`src/rtl/control_fsm_pkg.sv`:
```
// Shared types and constants for the multi-cycle control FSM: opcodes, state encoding,
// immediate-format selectors and the DECODE dispatch helper.
package control_fsm_pkg;

    typedef enum logic [3:0] {
        StFetch,
        StDecode,
        StExecR,
        StExecI,
        StMemAddr,
        StMemRd,
        StMemWb,
        StMemWr,
        StAluWb,
        StBranch,
        StTrap
    } state_e;

    localparam logic [1:0] IMM_I = 2'b00;
    localparam logic [1:0] IMM_M = 2'b01;
    localparam logic [1:0] IMM_R = 2'b10;

    localparam logic [3:0] OP_R_LAST = 4'b0110;
    localparam logic [3:0] OP_I_LO   = 4'b0111;
    localparam logic [3:0] OP_I_HI   = 4'b1000;
    localparam logic [3:0] OP_LOAD   = 4'b1001;
    localparam logic [3:0] OP_STORE  = 4'b1010;
    localparam logic [3:0] OP_CMP    = 4'b1011;
    localparam logic [3:0] OP_BEQ    = 4'b1100;
    localparam logic [3:0] OP_BNE    = 4'b1101;

    // StFetch doubles as the "undefined opcode" marker for the caller.
    function automatic state_e op_target(logic [3:0] op);
        if (op <= OP_R_LAST) return StExecR;
        if (op inside {OP_I_LO, OP_I_HI}) return StExecI;
        if (op inside {OP_LOAD, OP_STORE}) return StMemAddr;
        if (op inside {OP_CMP, OP_BEQ, OP_BNE}) return StBranch;
        return StFetch;
    endfunction

endpackage

```
`src/rtl/control_fsm_if.sv`:
```
// Instruction/memory handshake bundle between the datapath (master) and the control FSM (slave).
interface control_fsm_if #(
    parameter int unsigned OP_W = 4
);
    logic [OP_W-1:0] op;
    logic            mem_ready;
    logic            stall;
    logic            pc_write;
    logic            ir_write;
    logic            reg_write;
    logic            mem_read;
    logic            mem_write;
    logic            alu_src;
    logic            result_src;
    logic [1:0]      imm_src;
    logic            branch;
    logic            mem_err;
    logic            illegal;

    modport master (
        output op, mem_ready, stall,
        input  pc_write, ir_write, reg_write, mem_read, mem_write, alu_src, result_src,
        input  imm_src, branch, mem_err, illegal
    );

    modport slave (
        input  op, mem_ready, stall,
        output pc_write, ir_write, reg_write, mem_read, mem_write, alu_src, result_src,
        output imm_src, branch, mem_err, illegal
    );
endinterface

```
`src/rtl/mem_wait_timer.sv`:
```
// Memory wait counter; expired is high once TIMEOUT un-acknowledged wait cycles have elapsed.
module mem_wait_timer #(
    parameter int unsigned TIMEOUT = 15
) (
    input  logic clk,
    input  logic rst,
    input  logic clr,
    input  logic inc,
    output logic expired
);
    localparam int unsigned CntW = $clog2(TIMEOUT + 1);

    logic [CntW-1:0] cnt_q;

    always_ff @(posedge clk) begin
        if (rst || clr) begin
            cnt_q <= '0;
        end else if (inc && !expired) begin
            cnt_q <= cnt_q + 1'b1;
        end
    end

    assign expired = (cnt_q == CntW'(TIMEOUT));
endmodule

```
`src/rtl/control_fsm.sv`:
```
// Multi-cycle processor control FSM. Define CONTROL_FSM_TRAP_EN to send undefined opcodes to a
// sticky TRAP state; otherwise they retire as a NOP and illegal stays 0.
module control_fsm
    import control_fsm_pkg::*;
#(
    parameter int unsigned OP_W    = 4,
    parameter int unsigned TIMEOUT = 15
) (
    input  logic         clk,
    input  logic         rst,
    control_fsm_if.slave bus
);
    state_e          state_q, state_d, dec_target;
    logic [3:0]      op_q;
    logic [OP_W-1:0] op_full;
    logic            op_hi_nz, wait_st, expired, timeout, clr, inc, go;

    assign op_full = bus.op;

    if (OP_W > 4) begin : g_op_hi
        assign op_hi_nz = |op_full[OP_W-1:4];
    end else begin : g_no_op_hi
        assign op_hi_nz = 1'b0;
    end

    assign dec_target = op_hi_nz ? StFetch : op_target(op_full[3:0]);
    assign go         = !bus.stall;
    assign wait_st    = state_q inside {StFetch, StMemRd, StMemWr};
    // A ready arriving on the expiry cycle still counts as success.
    assign timeout    = wait_st && expired && !bus.mem_ready && go;

    always_comb begin
        state_d = state_q;
        if (go) begin
            unique case (state_q)
                StFetch:   if (bus.mem_ready) state_d = StDecode;
                StDecode: begin
                    if (dec_target == StFetch) begin
`ifdef CONTROL_FSM_TRAP_EN
                        state_d = StTrap;
`else
                        state_d = StFetch;
`endif
                    end else begin
                        state_d = dec_target;
                    end
                end
                StExecR,
                StExecI:   state_d = StAluWb;
                StMemAddr: state_d = (op_q == OP_LOAD) ? StMemRd :
                                     (op_q == OP_STORE) ? StMemWr : StFetch;
                StMemRd: begin
                    if (bus.mem_ready) state_d = StMemWb;
                    else if (timeout)  state_d = StFetch;
                end
                StMemWr:   if (bus.mem_ready || timeout) state_d = StFetch;
                StMemWb,
                StAluWb,
                StBranch:  state_d = StFetch;
                StTrap:    state_d = StTrap;
                default:   state_d = StFetch;
            endcase
        end
    end

    // Clearing on every transition covers entry into each wait state, including FETCH re-entry.
    assign clr = go && ((state_d != state_q) || timeout);
    assign inc = wait_st && !bus.mem_ready && go;

    mem_wait_timer #(
        .TIMEOUT(TIMEOUT)
    ) u_timer (
        .clk    (clk),
        .rst    (rst),
        .clr    (clr),
        .inc    (inc),
        .expired(expired)
    );

    always_ff @(posedge clk) begin
        if (rst) begin
            state_q <= StFetch;
            op_q    <= '0;
        end else begin
            state_q <= state_d;
            if (state_q == StDecode && go) op_q <= op_full[3:0];
        end
    end

    always_comb begin
        bus.pc_write   = 1'b0;
        bus.ir_write   = 1'b0;
        bus.reg_write  = 1'b0;
        bus.mem_read   = 1'b0;
        bus.mem_write  = 1'b0;
        bus.alu_src    = 1'b0;
        bus.result_src = 1'b0;
        bus.imm_src    = IMM_I;
        bus.branch     = 1'b0;
        bus.mem_err    = 1'b0;
        bus.illegal    = 1'b0;
        if (!rst) begin
            bus.mem_err = timeout;
            unique case (state_q)
                StFetch: begin
                    bus.mem_read = go;
                    bus.ir_write = go && bus.mem_ready;
                    bus.pc_write = go && bus.mem_ready;
                end
                StExecR:   bus.imm_src = IMM_R;
                StExecI:   bus.alu_src = 1'b1;
                StAluWb: begin
                    bus.reg_write = go;
                    bus.imm_src   = (op_q <= OP_R_LAST) ? IMM_R : IMM_I;
                end
                StMemAddr: bus.imm_src = IMM_M;
                StMemRd:   bus.mem_read = go;
                StMemWb: begin
                    bus.reg_write  = go;
                    bus.result_src = 1'b1;
                end
                StMemWr:   bus.mem_write = go;
                StBranch: begin
                    bus.imm_src = IMM_M;
                    bus.branch  = op_q inside {OP_BEQ, OP_BNE};
                end
`ifdef CONTROL_FSM_TRAP_EN
                StTrap:    bus.illegal = 1'b1;
`endif
                default: ;
            endcase
        end
    end
endmodule

```
`src/flat_wrapper.sv`:
```
// flat-port wrapper written by rule: the top's interface ports become plain ports
module control_fsm_flat import control_fsm_pkg::*;
#(
    parameter int unsigned OP_W    = 4,
    parameter int unsigned TIMEOUT = 15
)
  (clk, rst, bus_op, bus_mem_ready, bus_stall, bus_pc_write, bus_ir_write, bus_reg_write, bus_mem_read, bus_mem_write, bus_alu_src, bus_result_src, bus_imm_src, bus_branch, bus_mem_err, bus_illegal);
  control_fsm_if #(.OP_W(OP_W)) bus_i ();
  input  logic clk;
  input  logic rst;
  input wire logic [$bits(bus_i.op)-1:0] bus_op;
  input wire logic [$bits(bus_i.mem_ready)-1:0] bus_mem_ready;
  input wire logic [$bits(bus_i.stall)-1:0] bus_stall;
  output wire logic [$bits(bus_i.pc_write)-1:0] bus_pc_write;
  output wire logic [$bits(bus_i.ir_write)-1:0] bus_ir_write;
  output wire logic [$bits(bus_i.reg_write)-1:0] bus_reg_write;
  output wire logic [$bits(bus_i.mem_read)-1:0] bus_mem_read;
  output wire logic [$bits(bus_i.mem_write)-1:0] bus_mem_write;
  output wire logic [$bits(bus_i.alu_src)-1:0] bus_alu_src;
  output wire logic [$bits(bus_i.result_src)-1:0] bus_result_src;
  output wire logic [$bits(bus_i.imm_src)-1:0] bus_imm_src;
  output wire logic [$bits(bus_i.branch)-1:0] bus_branch;
  output wire logic [$bits(bus_i.mem_err)-1:0] bus_mem_err;
  output wire logic [$bits(bus_i.illegal)-1:0] bus_illegal;
  assign bus_i.op = bus_op;
  assign bus_i.mem_ready = bus_mem_ready;
  assign bus_i.stall = bus_stall;
  assign bus_pc_write = bus_i.pc_write;
  assign bus_ir_write = bus_i.ir_write;
  assign bus_reg_write = bus_i.reg_write;
  assign bus_mem_read = bus_i.mem_read;
  assign bus_mem_write = bus_i.mem_write;
  assign bus_alu_src = bus_i.alu_src;
  assign bus_result_src = bus_i.result_src;
  assign bus_imm_src = bus_i.imm_src;
  assign bus_branch = bus_i.branch;
  assign bus_mem_err = bus_i.mem_err;
  assign bus_illegal = bus_i.illegal;
  control_fsm #(.OP_W(OP_W), .TIMEOUT(TIMEOUT)) u_core (.clk(clk), .rst(rst), .bus(bus_i));
endmodule
```
`config.mk`:
```
export PLATFORM = sky130hd
export DESIGN_NAME = control_fsm_flat
export DESIGN_NICKNAME = d
export VERILOG_FILES = /design/src/rtl/control_fsm_pkg.sv /design/src/rtl/control_fsm_if.sv /design/src/rtl/mem_wait_timer.sv /design/src/rtl/control_fsm.sv /design/src/flat_wrapper.sv
export SDC_FILE = /design/constraint.sdc
export NUM_CORES = 1
export LEC_CHECK = 0
export CAP_MARGIN = 20
export CORE_ASPECT_RATIO = 1.2
export CORE_MARGIN = 2
export CORE_UTILIZATION = 35
export CTS_BUF_LIST = sky130_fd_sc_hd__clkbuf_4 sky130_fd_sc_hd__clkbuf_8 sky130_fd_sc_hd__clkbuf_16
export DETAILED_ROUTE_END_ITERATION = 10
export PLACE_DENSITY = 0.63
export SLEW_MARGIN = 30
export SYNTH_ARGS = -nofsm -noshare
export SYNTH_HDL_FRONTEND = slang
export SYNTH_SLANG_ARGS = --single-unit
export TNS_END_PERCENT = 20
```
`constraint.sdc`:
```
create_clock -name clk -period 4.05 [get_ports clk]
set_input_delay 1.0125 -clock clk [delete_from_list [all_inputs] [get_ports clk]]
set_output_delay 1.0125 -clock clk [all_outputs]
set_load 0.005 [all_outputs]
```
# Word-level counts from Yosys, hierarchy flattened
# Cells that the tools add are included.
# totals
regBits	12
latch_bits	0
ram_bits	0
mem_bits_ro	0
input_bits	8
mem_count	0
# classes
n_addsub	1
multipliers	0
div	0
order_cmp	2
n_eq_ne	23
shift	0
muxes	45
bitwise	0
n_reduce_logical	26
# ops
op	count
$mux W4	15
$eq A4 B4 Y1 const B	14
$pmux W4 S7	1
$mux W1	25
$eq A4 B3 Y1 const B	5
$logic_and A1 B1 Y1	9
$eq A4 B2 Y1 const B	2
$le A4 B3 Y1 const B	2
$logic_not A4 Y1	2
$reduce_or A2 Y1	4
$pmux W2 S3	1
$reduce_bool A2 Y1	3
$reduce_bool A3 Y1	2
$add A4 B1 Y4 const B	1
$eq A4 B1 Y1 const B	1
$mux W2	2
$ne A4 B4 Y1	1
$logic_not A1 Y1	3
$logic_or A1 B1 Y1	3
$mux W3	1

# Depth between registers and ports, before layout
# Gate-level depths: netlist of run 1.
# depth
depth_word	21
mapped_depth	8

# Cells and area by module
# Synthesis of run 1 repeated with hierarchy kept, for this count alone.
# unflattened
hier_cells	141
area_unflattened_um2	1024.7
# modules_own_cells
module	n_inst	cells_each	area_per_inst_um2	seq_area_each_um2
control_fsm	1	119	813.3	160.2
mem_wait_timer	1	22	211.5	80.1

# Worst setup path after synthesis of run 1
# OpenSTA, ideal clock, no wires.
# synth_path
kind	input-to-output
start	in bus_mem_ready
end	out bus_mem_err
arrival_ps	1704
t_required_ps	3038
path_slack_ps	1333
cell_stages	2
path_buffers	0
path_cell_list	or3_1 > nor4_1
# synth_between
elab_chain_cells	4
# synth_rtl
element	line_no	rtl
from (decl)	flat_wrapper.sv:12	input wire logic [$bits(bus_i.mem_ready)-1:0] bus_mem_ready;
$logic_not A1 Y1	control_fsm.sv:30	assign timeout = wait_st && expired && !bus.mem_ready && go;
$logic_and A1 B1 Y1 (2 in a row)	control_fsm.sv:30	
$mux W1	control_fsm.sv:102	if (!rst) begin
to (decl)	flat_wrapper.sv:23	output wire logic [$bits(bus_i.mem_err)-1:0] bus_mem_err;
# No other way between the ends.

# Final worst setup path of run 1
# Ends and elaborated chain as after synthesis.

==> results.txt, run 1 <==
share of flip-flops with an asynchronous set or reset after synthesis: 0%
Clk pin slew, worst setup/hold paths: 0.06 ns
arrival time reported for the critical path endpoint: 2.69 ns
final number of setup-violating endpoints: 0
Top FF cell, synth: dfxtp_1
maximum clock path buffer count: 2
sequential fraction of the synthesis area: 20.7%
Post-CTS Setup Repair Bufs: 0
Overall Power: 271 µW
Vias/cell: 6.04
antenna violations before repair: 0
Internal Pwr Total: 191 µW
area occupied by multi-input gates: 832 µm²
share of synthesized cell area in and, or, nand and nor gates: 36.4%
endpoint required time on the critical path: 3.04 ns
Comb power frac: 26.2%
number of nets with antenna violations after detailed routing: 0
unrepaired setup endpoints after global routing: no
width of the die: 56.6 µm
vias in the first global route: 1123
min setup slack post-route: 0.349 ns
fraction of final layout cells with drive strength greater than 1: 11.8%
proportion of netlist area held by the largest area contributor: 20.7%
clock tree from TritonCTS: yes
ratio of final minimum period to clock period: 91.4%
antenna diode count: 0
# fillers: 309
HPWL after detailed placement: 2.27 mm
clock share of power: 24.9%
final estimated routing congestion in global placement: 0.846
kind of critical path: in2out
pin count of the biggest net entering global routing: 24
count of different cell masters after synthesis: 53
total grt overflow: 0
total of hold buffers inserted after clock tree synthesis: 0
switch share: 29.4%
most used standard cell by instance count after synthesis: nor2_1
number of max-slew violations in the final report: 0
drt total wl: 3.02 mm
overall global routing resource usage: 16.8%
achievable clock frequency: 0.270 GHz
pre-CTS setup slack: 0.348 ns
worst-margin pin slew: 0.822 ns
Rows: 22
clock sink total: 12
post-synthesis area per instance: 7.73 µm²
via count: 1190
Layout Area Growth over Synthesis: 17.4%
DRC errors left: 0
crit path capture type: output pin
startpoint kind of the worst setup timing path: input pin
biggest area contributors in the synthesized netlist: dfxtp_1, mux2i_1, nor2_1
drt first pass iters: 4
Placeable Area: 3110 µm²
part of the total power dissipated in sequential elements: 48.9%
count of mapped cells out of synthesis: 150
final worst clock skew: 0.000674 ns
setup total negative slack: 0 ns
worst skew pair latency: 0.26 ns
EDFF count, synth: 0
xor and xnor fraction of the mapped netlist area: 3.78%
total number of nets in the final design: 172
fraction of the mapped netlist area in adder cells: 1.08%
Initial Utilization: 37.3%
dominant combinational cell family by area after synthesis: simple AND/OR/NAND/NOR gates
cts bufs inserted: 3
max-capacitance violation count: 0
Yosys warnings: 0
number of buffers added on ports: 18
area of placed instances: 1340 µm²
maximum fanout count along the critical path: 5
Rel. slew slack: 45.2%
Resized Gates After CTS: 0
Synth Cell Area: 1160 µm²
Synth Register Bits: 12
Peak VDD IR: 0.000134 V
drt wl/cell: 15.4 µm
global-route wire length before repair: 5.04 mm
root buf cell: clkbuf_4
cell taking the most area after synthesis: dfxtp_1
mux cell area share after synthesis: 7.12%
post-layout min period: 3.70 ns
result of the run: completed
Pleak: 0.499 nW
top cells by count, synth: nor2_1, dfxtp_1, a21oi_1
min-delay worst type: reg2reg
final std cell area, no fill: 1360 µm²
register area: 240 µm²
vertical extent of the die: 67.1 µm
power density over the cells: 199 nW/µm²
full die area: 3790 µm²
complex-gate fraction of the synthesized area: 23.1%
number of H-tree levels: 1
final count of hold timing violations: 0
tightest hold margin: 0.524 ns
boundary pin count: 20
violation count after the first detailed-route iteration: 57
number of nets produced by synthesis: 159
switching component of the power: 79.7 µW
-- layout make-up --
class	count	share of cell area, %
clock buffers	3	1.65
well taps	36	3.31
flip-flops and latches	12	17.6
repair buffers	21	14.9
multi-input cells	120	61.1
inverters	5	1.38
-- routing by layer --
| metal | part of all wire, % | GRT usage (%) | vias up |
|---|---|---|---|
| met3 | 4.5 | 2.72 | 8 |
| met2 | 48 | 27.9 | 33 |
| met4 | 2.4 | 9.52 | 0 |
| met5 | 0 | 0 | - |
| li1 | - | - | 584 |
| met1 | 45 | 20.3 | 565 |
-- power by group through the flow --
stage                     logic (mW)  registers, mW  clock network (mW)
after floorplan               0.0515          0.128                   0
after global placement        0.0685          0.135                   0
after detailed placement      0.0701          0.135                   0
after CTS                     0.0708          0.132              0.0722
after global routing          0.0774          0.133              0.0763
final                         0.0709          0.132              0.0675
-- placed cells by master, fill, tap and decap left out, types with 3 or more instances in the layout --
master,count
nor3_1,4
a21oi_1,9
and3b_1,3
mux2i_1,6
clkdlybuf4s50_1,18
buf_4,3
clkbuf_4,3
xor2_1,3
o21ai_0,5
inv_1,5
or2_2,3
nand3_1,5
dfxtp_1,12
nor4_1,7
o211ai_1,3
nor2_1,15
nand2b_1,4
nand2_1,7
a211oi_1,6
-- critical path, stage by stage --
cell and delay (ns):
clkdlybuf4s50_1 0.42, or3_1 0.44, nor4_1 0.25, clkdlybuf4s50_1 0.57
-- metrics by stage --
step | utilization [%] | instances
6_report | 43.8 | 197
3_3_place_gp | 43.0 | 194
2_1_floorplan | - | 150
5_1_grt | 43.8 | 197
4_1_cts | 43.8 | 197
3_5_place_dp | 43.0 | 194
-- flip-flops by register name, summed over array words and instances (netlist names) --
signal,flops
u_core.state_q,4
u_core.op_q,4
u_core.u_timer.cnt_q,4
-- final timing paths --
| check | startpoint | end | slack, ns | depth (start not counted) |
|---|---|---|---|---|
| setup / recovery | bus_mem_ready | bus_mem_err | 0.35 | 4 |
| hold / removal | u_core.u_timer.cnt_q[3] | u_core.u_timer.cnt_q[3] | 0.52 | 2 |
| setup reg to reg | u_core.state_q[0] | u_core.u_timer.cnt_q[2] | 1.66 | 6 |
| hold reg to reg | u_core.u_timer.cnt_q[3] | u_core.u_timer.cnt_q[3] | 0.52 | 2 |
-- kinds of logic after synthesis --
kind of cell    Yosys count
simple gates             68
mux                       8
fa+ha+maj                 1
buf+inv                  18
flops                    12
xor+xnor                  5
other cells               1
compound gates           37
No activity file was read; power rests on OpenSTA's default activity.
==> inputs of run 2 (changes only) <==
Settings changed: GPL_TIMING_DRIVEN set to 0, PLACE_DENSITY 0.63 to 0.6.
==> run 2 against run 1 <==
Against the previous run:
- utilization is 1.9 points higher
- first-iteration DRC count is 60% lower
- global-route usage is 0.76 points higher
- non-clock buffer count is 10 higher
- cell area is 4.4% higher
- setup slack worse by 0.23 ns
- clock-buffer cell count is 1 higher
- worst hold slack better by 0.0098 ns
- sequential power is 5% lower
- total power is 12% higher
- flip-flop and latch count stayed put
==> results.txt, run 2 (synthesis results as in run 1) <==
antenna violations before repair: 0
max-capacitance violation count: 0
delay of the slowest cell on the worst path: 0.48 ns
part of the total power dissipated in sequential elements: 41.6%
min setup slack post-route: 0.120 ns
antenna diode count: 0
reg-to-reg startpoint: u_core.state_q[1]
Clk pin slew, worst setup/hold paths: 0.08 ns
drt total wl: 2.96 mm
Resized Gates After CTS: 0
cell family contributing the most delay on the critical path: buffers and inverters
post-layout min period: 3.93 ns
source of the critical timing path: rst
drt wl/cell: 14.2 µm
Internal Pwr Total: 213 µW
min-delay worst type: reg2reg
crit path capture type: output pin
Rel. slew slack: 66.2%
final number of setup-violating endpoints: 0
area of placed instances: 1390 µm²
clock share of power: 32.7%
number of max-slew violations in the final report: 0
switch share: 30.0%
DRC errors left: 0
number of nets with antenna violations after detailed routing: 0
clock sink total: 12
final estimated routing congestion in global placement: 0.922
power density over the cells: 214 nW/µm²
total of hold buffers inserted after clock tree synthesis: 0
overall global routing resource usage: 17.5%
startpoint kind of the worst setup timing path: input pin
vertical extent of the die: 67.1 µm
cts bufs inserted: 3
boundary pin count: 20
Placeable Area: 3110 µm²
setup total negative slack: 0 ns
switching component of the power: 91.3 µW
fraction of final layout cells with drive strength greater than 1: 14.0%
arrival time reported for the critical path endpoint: 2.92 ns
total grt overflow: 0
leading cell types in the layout, fill and taps excluded: clkdlybuf4s50_1, nor2_1, dfxtp_1
final worst clock skew: 0.00635 ns
global-route met2 utilization: 32.0%
global-route wire length before repair: 5.20 mm
drt first pass iters: 4
achievable clock frequency: 0.254 GHz
list of cells traversed by the critical path: clkdlybuf4s50_1 > clkbuf_1 > buf_1 > nor3_1 > clkdlybuf4s50_1
vias in the first global route: 1190
pin count of the biggest net entering global routing: 11
Comb power frac: 25.7%
worst-margin pin slew: 0.507 ns
Peak VDD IR: 0.000118 V
violation count after the first detailed-route iteration: 23
clock tree from TritonCTS: yes
ratio of final minimum period to clock period: 97.0%
width of the die: 56.6 µm
Initial Utilization: 37.3%
maximum clock path buffer count: 2
routing usage on met1: 20.2%
Vias/cell: 5.75
unrepaired setup endpoints after global routing: no
result of the run: completed
slowest library cell on the worst path: clkdlybuf4s50_1
worst skew pair latency: 0.28 ns
worst path buffer plus inverter count: 4
final std cell area, no fill: 1420 µm²
HPWL after detailed placement: 2.35 mm
dominant cell type by count on the critical path: clkdlybuf4s50_1
final count of hold timing violations: 0
number of H-tree levels: 1
kind of critical path: in2out
Post-CTS Setup Repair Bufs: 0
root buf cell: clkbuf_4
number of buffers added on ports: 18
Rows: 22
total number of nets in the final design: 182
registers with the highest flip-flop counts: u_core.op_q: 4 flops, u_core.state_q: 4 flops, u_core.u_timer.cnt_q: 4 flops
endpoint required time on the critical path: 3.04 ns
met3 layer usage reported by global route: 3.11%
Layout Area Growth over Synthesis: 22.5%
leading cell type in the layout, fill and taps excluded: clkdlybuf4s50_1
pre-CTS setup slack: 0.150 ns
full die area: 3790 µm²
Pleak: 0.537 nW
busiest layer in global routing: met2
hold_sp: u_core.u_timer.cnt_q[3]
via count: 1197
maximum fanout count along the critical path: 10
-- run 2: cell count changes in the layout (fill, tap and decap cells not counted), sizes merged --
| cell | before | now |
|---|---|---|
| clkbuf | 3 | 7 |
| buf | 3 | 10 |
-- run 2: through the flow --
step           instances  util, %  hold slack [ns]  power [mW]
2_1_floorplan        150        -            0.473       0.180
3_3_place_gp         204     44.5            0.488       0.206
3_5_place_dp         204     44.5            0.514       0.207
4_1_cts              208     45.7            0.526       0.308
5_1_grt              208     45.7            0.569       0.326
6_report             208     45.7            0.534       0.304
-- run 2: path summary, 6_finish.rpt --
| check | cells after the start | end | slack, ns |
|---|---|---|---|
| max | 5 | bus_result_src | 0.12 |
| min | 2 | u_core.u_timer.cnt_q[3] | 0.53 |
| max reg2reg | 7 | u_core.u_timer.cnt_q[2] | 2.02 |
| min reg2reg | 2 | u_core.u_timer.cnt_q[3] | 0.53 |
-- run 2: power groups by stage --
| stage | logic [mW] | clock network (mW) | registers [mW] |
|---|---|---|---|
| 2_1_floorplan | 0.0515 | 0 | 0.128 |
| 3_3_place_gp | 0.0765 | 0 | 0.129 |
| 3_5_place_dp | 0.0776 | 0 | 0.129 |
| 4_1_cts | 0.0779 | 0.104 | 0.126 |
| 5_1_grt | 0.0868 | 0.112 | 0.127 |
| 6_report | 0.0781 | 0.0995 | 0.126 |
-- run 2: layout make-up --
| type | instances | area, µm² |
|---|---|---|
| inverter | 5 | 18.8 |
| fill | 317 | 1690 |
| tap | 36 | 45.0 |
| clock buffer | 4 | 36.3 |
| buffer | 13 | 68.8 |
| timing repair buffer | 18 | 180 |
| sequential | 12 | 240 |
| multi-input combinational | 120 | 832 |
-- run 2: per-layer routing --
| metal | part of all wire [%] | wire, µm |
|---|---|---|
| met2 | 51 | 1510 |
| met4 | 1.2 | 35 |
| met1 | 43 | 1270 |
| met5 | 0 | 0 |
| met3 | 4.8 | 142 |
-- run 2: worst register-to-register path: stages, from the launching register on --
cell and delay, ns:
dfxtp_1 0.31, buf_6 0.13, nor4b_1 0.47, o21ai_0 0.23, o211ai_1 0.19, mux2i_1 0.24
nand4_2 0.16, a211oi_2 0.21
